==> config.mk <==
export PLATFORM = sky130hd
export DESIGN_NAME = pipe_mem_stage
export DESIGN_NICKNAME = d
export VERILOG_FILES = /design/src/rtl/pipe_mem_stage.sv
export SDC_FILE = /design/constraint.sdc
export NUM_CORES = 1
export LEC_CHECK = 0
export BUFFER_PORTS_ARGS = -buffer_cell sky130_fd_sc_hd__clkbuf_2
export CAP_MARGIN = 20
export CORE_AREA = 2 2 95 97
export DETAILED_ROUTE_END_ITERATION = 10
export DIE_AREA = 0 0 97 99
export PLACE_DENSITY = 0.78
export SETUP_SLACK_MARGIN = 0.2
export SLEW_MARGIN = 20
export SYNTH_ARGS = -nofsm -noshare
export SYNTH_HDL_FRONTEND = slang
export SYNTH_SLANG_ARGS = --single-unit
==> constraint.sdc <==
create_clock -name clk -period 2.8 [get_ports clk]
set_input_delay 0.28 -clock clk [delete_from_list [all_inputs] [get_ports clk]]
set_output_delay 0.28 -clock clk [all_outputs]
set_load 0.05 [all_outputs]
==> src/rtl/pipe_mem_stage.sv <==
// MEM stage: drives the data-memory req/ack handshake from the EX/MEM register,
// stalls the front of the pipe while the memory is busy, loads MEM/WB, and
// aborts accesses that are never acknowledged (sticky dm_err).
module pipe_mem_stage #(
  parameter int MAX_WAIT = 15
) (
  input  logic        clk,
  input  logic        clr,
  input  logic        mwreg,
  input  logic        mm2reg,
  input  logic        mwmem,
  input  logic [31:0] malu,
  input  logic [31:0] mb,
  input  logic [4:0]  mrn,
  output logic        dm_req,
  output logic        dm_we,
  output logic [31:0] dm_addr,
  output logic [31:0] dm_wdata,
  input  logic [31:0] dm_rdata,
  input  logic        dm_ack,
  output logic        mstall,
  output logic        dm_err,
  output logic        wwreg,
  output logic        wm2reg,
  output logic [31:0] wmo,
  output logic [31:0] walu,
  output logic [4:0]  wrn
);
  localparam int CW = $clog2(MAX_WAIT + 1);

  typedef enum logic {IDLE = 1'b0, ACCESS = 1'b1} state_t;

  state_t        r_state, w_state_nx;
  logic [CW-1:0] r_cnt, w_cnt_nx;
  logic          r_err;
  logic          w_memop, w_abort, w_take, w_err_set;

  assign w_memop  = mwmem | mm2reg;
  assign dm_req   = w_memop & ~clr;
  assign dm_we    = mwmem;
  assign dm_addr  = malu;
  assign dm_wdata = mb;
  assign dm_err   = r_err;

  // Abort on the last allowed wait cycle unless the ack shows up in it.
  // With MAX_WAIT==1 the first (IDLE) request cycle is already the last one.
  always_comb begin
    w_abort = 1'b0;
    if (w_memop && !dm_ack) begin
      if (r_state == ACCESS)
        w_abort = (r_cnt == CW'(MAX_WAIT - 1));
      else
        w_abort = (MAX_WAIT == 1);
    end
  end

  assign mstall = w_memop & ~dm_ack & ~w_abort;

  // Next-state logic: w_take loads MEM/WB from EX/MEM, otherwise a bubble.
  always_comb begin
    w_state_nx = r_state;
    w_cnt_nx   = r_cnt;
    w_take     = 1'b0;
    w_err_set  = 1'b0;
    case (r_state)
      IDLE: begin
        if (!w_memop || dm_ack) begin
          w_take = 1'b1;
        end else if (w_abort) begin
          w_err_set = 1'b1;
        end else begin
          w_state_nx = ACCESS;
          w_cnt_nx   = CW'(1);
        end
      end
      ACCESS: begin
        // A withdrawn request (EX/MEM no longer holds a memop) is treated
        // as plain pass-through so the FSM cannot get stuck waiting.
        if (!w_memop || dm_ack) begin
          w_take     = 1'b1;
          w_state_nx = IDLE;
          w_cnt_nx   = '0;
        end else if (w_abort) begin
          w_err_set  = 1'b1;
          w_state_nx = IDLE;
          w_cnt_nx   = '0;
        end else begin
          w_cnt_nx = r_cnt + CW'(1);
        end
      end
      default: begin
        w_state_nx = IDLE;
        w_cnt_nx   = '0;
      end
    endcase
  end

  // State, wait counter and sticky error register.
  always_ff @(posedge clk or posedge clr) begin
    if (clr) begin
      r_state <= IDLE;
      r_cnt   <= '0;
      r_err   <= 1'b0;
    end else begin
      r_state <= w_state_nx;
      r_cnt   <= w_cnt_nx;
      if (w_err_set) r_err <= 1'b1;
    end
  end

  // MEM/WB register: completed/pass-through instruction or a bubble.
  // A store that also has mm2reg set is a store, so it never selects memory data.
  always_ff @(posedge clk or posedge clr) begin
    if (clr) begin
      wwreg  <= 1'b0;
      wm2reg <= 1'b0;
      wmo    <= '0;
      walu   <= '0;
      wrn    <= '0;
    end else if (w_take) begin
      wwreg  <= mwreg;
      wm2reg <= mm2reg & ~mwmem;
      wmo    <= (mm2reg & ~mwmem) ? dm_rdata : 32'h0;
      walu   <= malu;
      wrn    <= mrn;
    end else begin
      wwreg  <= 1'b0;
      wm2reg <= 1'b0;
      wmo    <= '0;
      walu   <= '0;
      wrn    <= '0;
    end
  end
endmodule

==> Word-level counts from Yosys, hierarchy flattened <==
Index checks and enable logic that the tools add are counted.
{ "totals": {"reg_bits": 77, "input_bits": 107, "output_inout_bits": 139, "word_cells": 45} }
{ "op_classes": {"addsub": 1, "eq_ne": 3, "n_mux": 18, "bitwise": 10, "n_reduce_logical": 5} }
{ "ops": {"columns": ["op", "count"], "rows": [
  ["2-to-1 mux 32 bit", 3],
  ["2-to-1 mux 4 bit", 4],
  ["2-to-1 mux 1 bit", 9],
  ["case mux 4 bit (2 select lines)", 1],
  ["2-to-1 mux 5 bit", 1],
  ["NOT 1 bit", 5],
  ["adder 4 x 1 -> 4 bit (second input constant)", 1],
  ["AND 1 bit", 4],
  ["equality test 4 bit (second input constant)", 1],
  ["inequality test 2 bit (second input constant)", 2],
  ["zero test 1 bit", 2],
  ["AND reduction 2 bit", 1],
  ["logical AND 1 bit", 1],
  ["logical OR 1 bit", 1],
  ["OR 1 bit", 1]
]} }

==> Depth between registers and ports, before layout <==
{ "depth": {"word_depth": 6, "mapped_depth": 5, "mapped_depth_nobuf": 5} }

==> Worst setup path after synthesis <==
Ideal clock, no wire load.
{ "synth_path": {"path_type": "reg2out", "start": "register r_cnt[0]", "end": "output mstall", "arrival_ps": 1144, "slack_ps": 1376, "path_stages_with_launch": 6, "path_buffers": 0, "cell_sequence": "dfrtp_1 > inv_1 > ha_1 > nand4_1 > nand2b_4 > inv_1"} }
{ "synth_between": {"elab_chain_len": 5} }
{ "synth_lines": {"columns": ["element", "line", "rtl"], "rows": [
  ["from (decl)", "34", "logic [CW-1:0] r_cnt, w_cnt_nx;"],
  ["from (signal assigned)", "106", "r_cnt <= w_cnt_nx;"],
  ["equality test 4 bit", "51", "w_abort = (r_cnt == CW'(MAX_WAIT - 1));"],
  ["2-to-1 mux 1 bit", "50", "if (r_state == ACCESS)"],
  ["2-to-1 mux 1 bit", "49", "if (w_memop && !dm_ack) begin"],
  ["NOT 1 bit", "57", "assign mstall = w_memop & ~dm_ack & ~w_abort;"],
  ["AND 1 bit", "57", null],
  ["to (decl)", "21", "output logic mstall,"]
]} }
No other way between the ends.

==> Worst setup path in the final report <==
Ends and elaborated chain as after synthesis.

==> results.md <==
STA:
- The max-slew violation total from the final report is 0.
- The post-route worst hold slack is approximately 0.011 ns.
- In this run the tightest slew margin relative to its limit is between 50% and 60%.
- The setup TNS is 0 ns.
- Setup repair after global routing left no endpoint under its margin.
- The final critical-path share of the clock period is slightly below 70%.
- The peak clock frequency supported by timing is 521 MHz.
- The minimum clock period is ~1.9 ns.
- At the pin with the least slew margin, the transition time is 0.661 ns.
- Setup violations remaining at the end of the flow were counted as 0.
- The worst setup skew after layout is 0.00330 ns.
- After layout, the worst setup slack is ~0.88 ns.
- The final hold violation count came to 0.

Clock tree:
- At the later pin of the worst-skew pair, clock insertion delay measures between 0.3 and 0.4 ns.
- The library cell used as clock root buffer is clkbuf_8.
- The number of levels in the clock H-tree is 3.
- TritonCTS built the clock tree.
- The number of setup buffers added after CTS is 0.
- Post-CTS repair changed the size of 0 cells.
- The number of buffers on the longest clock path is 2.
- The number of buffers inserted for hold repair after clock tree synthesis is 0.
- The number of CTS-inserted buffers is 9.
- For this design, the sink count on the clock tree is 77.
- The clock-pin slew on the worst setup and hold paths is about 0.09 ns.

Cells and area:
- The area used by sequential logic in the layout is ~1900 um^2.
- The relative area change from synthesis to final layout is 23.6%.
- The area of all placed cells without fillers is ~3800 um^2.
- The most frequent standard cell in the layout excluding fill and tap cells is clkbuf_2.
- 0 antenna diodes ended up in the layout.
- The ratio of cells with drive above 1 in the final layout is 55.1%.
- The number of fill cells is roughly 860.
- In the layout the commonest cells are clkbuf_2, dfrtp_1, and2_1.
- Summing all multi-input logic gate instances after layout gives 612 um^2.
- After the last flow step, the layout net total stands at ~480.

Route:
- The count of vias placed by the detailed router is approximately 2,000.
- In the routed design, unresolved DRC markers number 0.
- In the final routed layout, each cell accounts on average for between 15 and 20 um.
- The violation count after the first detailed-routing iteration is 22.
- Dividing the detail-routed via count by the number of cells gives approximately 4.2.
- In this run the remaining antenna-violating nets after routing total 0.
- The first TritonRoute pass finished after 4 iterations.
- The final layout contains routed wiring with a total length of a little over 7 mm.

Floorplan:
- The floorplan step defined a die boundary enclosing between 9000 and 10,000 um^2.
- The area of the core is roughly 8600 um^2.
- The width of the chip is a little under 100 um.
- In this run the count of I/O pins placed on the die edge is 246.
- The effective utilization at floorplan is 36.2%.
- The die is between 90 and 100 um tall.
- The number of standard-cell rows in the floorplan is 34.

GRT:
- The initial antenna violation count was 0.
- The combined global-route utilization of all metal layers is 14.8%.
- The maximum number of pins on one net before global-route repair is 44.
- The first-pass GRT wire length is approximately 11 mm.
- The remaining global-route overflow is 0.
- The via count of the first global-routing pass is ~2,000.

Setup path:
- The critical path start-end classification is reg -> out.
- The worst register-to-register path has a depth of 5.
- The worst setup path is launched from a register.
- The worst register-to-register path begins at r_cnt[0].
- The critical path goes through inv_1, ha_1, nand4_1, nand2b_4, inv_1, clkbuf_2.
- The cell at the slowest stage of the critical path is dfrtp_1.
- The worst setup slack for register-to-register paths is ~1.6 ns.
- STA puts the critical path data arrival time at 1.64 ns.
- The cell repeated most along the worst path is inv_1.
- The highest cell delay on the worst timing path is between 0.4 and 0.5 ns.
- STA puts the critical path data required time at ~2.5 ns.
- The critical-path maximum fanout is 4.
- STA classifies the critical path endpoint as a primary output.
- In this run the critical register-to-register path is captured at r_cnt[2].

Power:
- The worst-case IR drop observed on VDD is between 0.0002 and 0.0003 V.
- The power density over the cells is between 600 and 700 nW/um^2.
- Summed over all cells, the static leakage comes to ~2.2 nW.
- The overall power of the completed layout is around 0.0025 W.

Synthesis:
- Synthesis inferred 77 register bits.
- The synthesis warning total is 0.
- The average cell area after synthesis is 12.7 um^2.
- The area of the mapped netlist is a little over 3000 um^2.
- The post-synthesis sequential area ratio is between 60% and 70%.
- The number of distinct library cell variants in the gate-level netlist after synthesis is 20.
- The post-synthesis cell count is between 200 and 250.
- When the netlist entered floorplanning its net count stood at ~350.

Place:
- The estimated wirelength of the detail-placed design is ~5.9 mm.
- The final RePlAce weighted congestion is 0.790.
- The cell area after placement is around 3600 um^2.
- The number of buffers inserted by port buffering is 181.
- Before CTS, the worst setup slack after placement is 1.23 ns.

Flow run:
- The max-cap violation count is 0.

Hold path:
- The worst min-delay path category is in -> async.

Outcome:
- The run finished with clean final reports.
## cells by family after synthesis
| group | after synthesis | share of synthesized area (%) |
|---|---|---|
| xor+xnor | 2 | 0.566 |
| simple gates | 81 | 16.4 |
| mux | 1 | 0.323 |
| flops | 77 | 62.2 |
| fa+ha+maj | 2 | 0.808 |
| buf+inv | 76 | 18.0 |
| compound gates | 5 | 1.70 |
## power by group
group / leakage, nW / total, W / switching [W] / internal (W)
combinational: 1.07 / 0.000497 / 0.000375 / 0.000121
clock: 0.0991 / 0.000862 / 0.000420 / 0.000442
sequential: 1.01 / 0.00118 / 0.0000188 / 0.00116
total: 2.18 / 0.00254 / 0.000814 / 0.00173
## registers in the layout (all words and copies together) (netlist names)
register and count:
walu 32, wmo 32, wrn 5, r_cnt 4, dm_err 1, r_state 1, wm2reg 1, wwreg 1
## worst max-delay path: cells and delay by family, from the launching register on
family / cells / cell delay (ns)
flip-flops: 1 / 0.41
buffers and inverters: 3 / 0.39
AND/OR/NAND/NOR: 2 / 0.34
adder cells (fa/ha/maj): 1 / 0.17
## area by class of cell
class	instances	share of cell area, %
clock buffer	10	3.60
clock inverter	6	1.86
inverter	4	0.425
multi-input combinational	91	16.0
sequential	77	50.3
tap	108	3.53
timing repair buffer	184	24.3
## routing by layer
metal	wire [um]	share of wire (%)	GRT usage, %	vias to the layer above
li1	-	-	-	929
met1	2310	32	14.9	930
met2	3860	53	26.2	147
met5	0	0	0	-
met3	864	12	6.52	15
met4	182	2.5	6.83	0
## worst max path at each step
stage / cells after the start / from / end / slack, ns
final: 6 / r_cnt[0] / mstall / 0.88
after CTS: 6 / r_cnt[0] / mstall / 0.84
after floorplan: 1 / clr / dm_err / 0.55
after global placement: 6 / r_cnt[0] / mstall / 1.31
after global routing: 6 / r_cnt[0] / mstall / 0.73
after detailed placement: 6 / r_cnt[0] / mstall / 1.23
## synthesized netlist by cell type (all sizes together)
library cell / instances / share of area [%]
xor2: 2 / 0.57
buf: 72 / 18
nand3: 3 / 0.48
nor2: 2 / 0.24
dfrtp: 77 / 62
ha: 2 / 0.81
nand2b: 1 / 0.44
nand2: 2 / 0.24
o22ai: 1 / 0.20
and2: 71 / 14
inv: 4 / 0.48
mux2i: 1 / 0.32
and3b: 1 / 0.40
o31ai: 2 / 0.65
nand4: 1 / 0.20
o21bai: 2 / 0.85
## stage by stage
| stage | cells | utilization, % |
|---|---|---|
| after floorplan | 244 | - |
| after global placement | 464 | 42.3 |
| after detailed placement | 464 | 42.3 |
| after CTS | 480 | 44.8 |
| after global routing | 480 | 44.8 |
| final | 480 | 44.8 |
(Power assumes the default switching activity.)
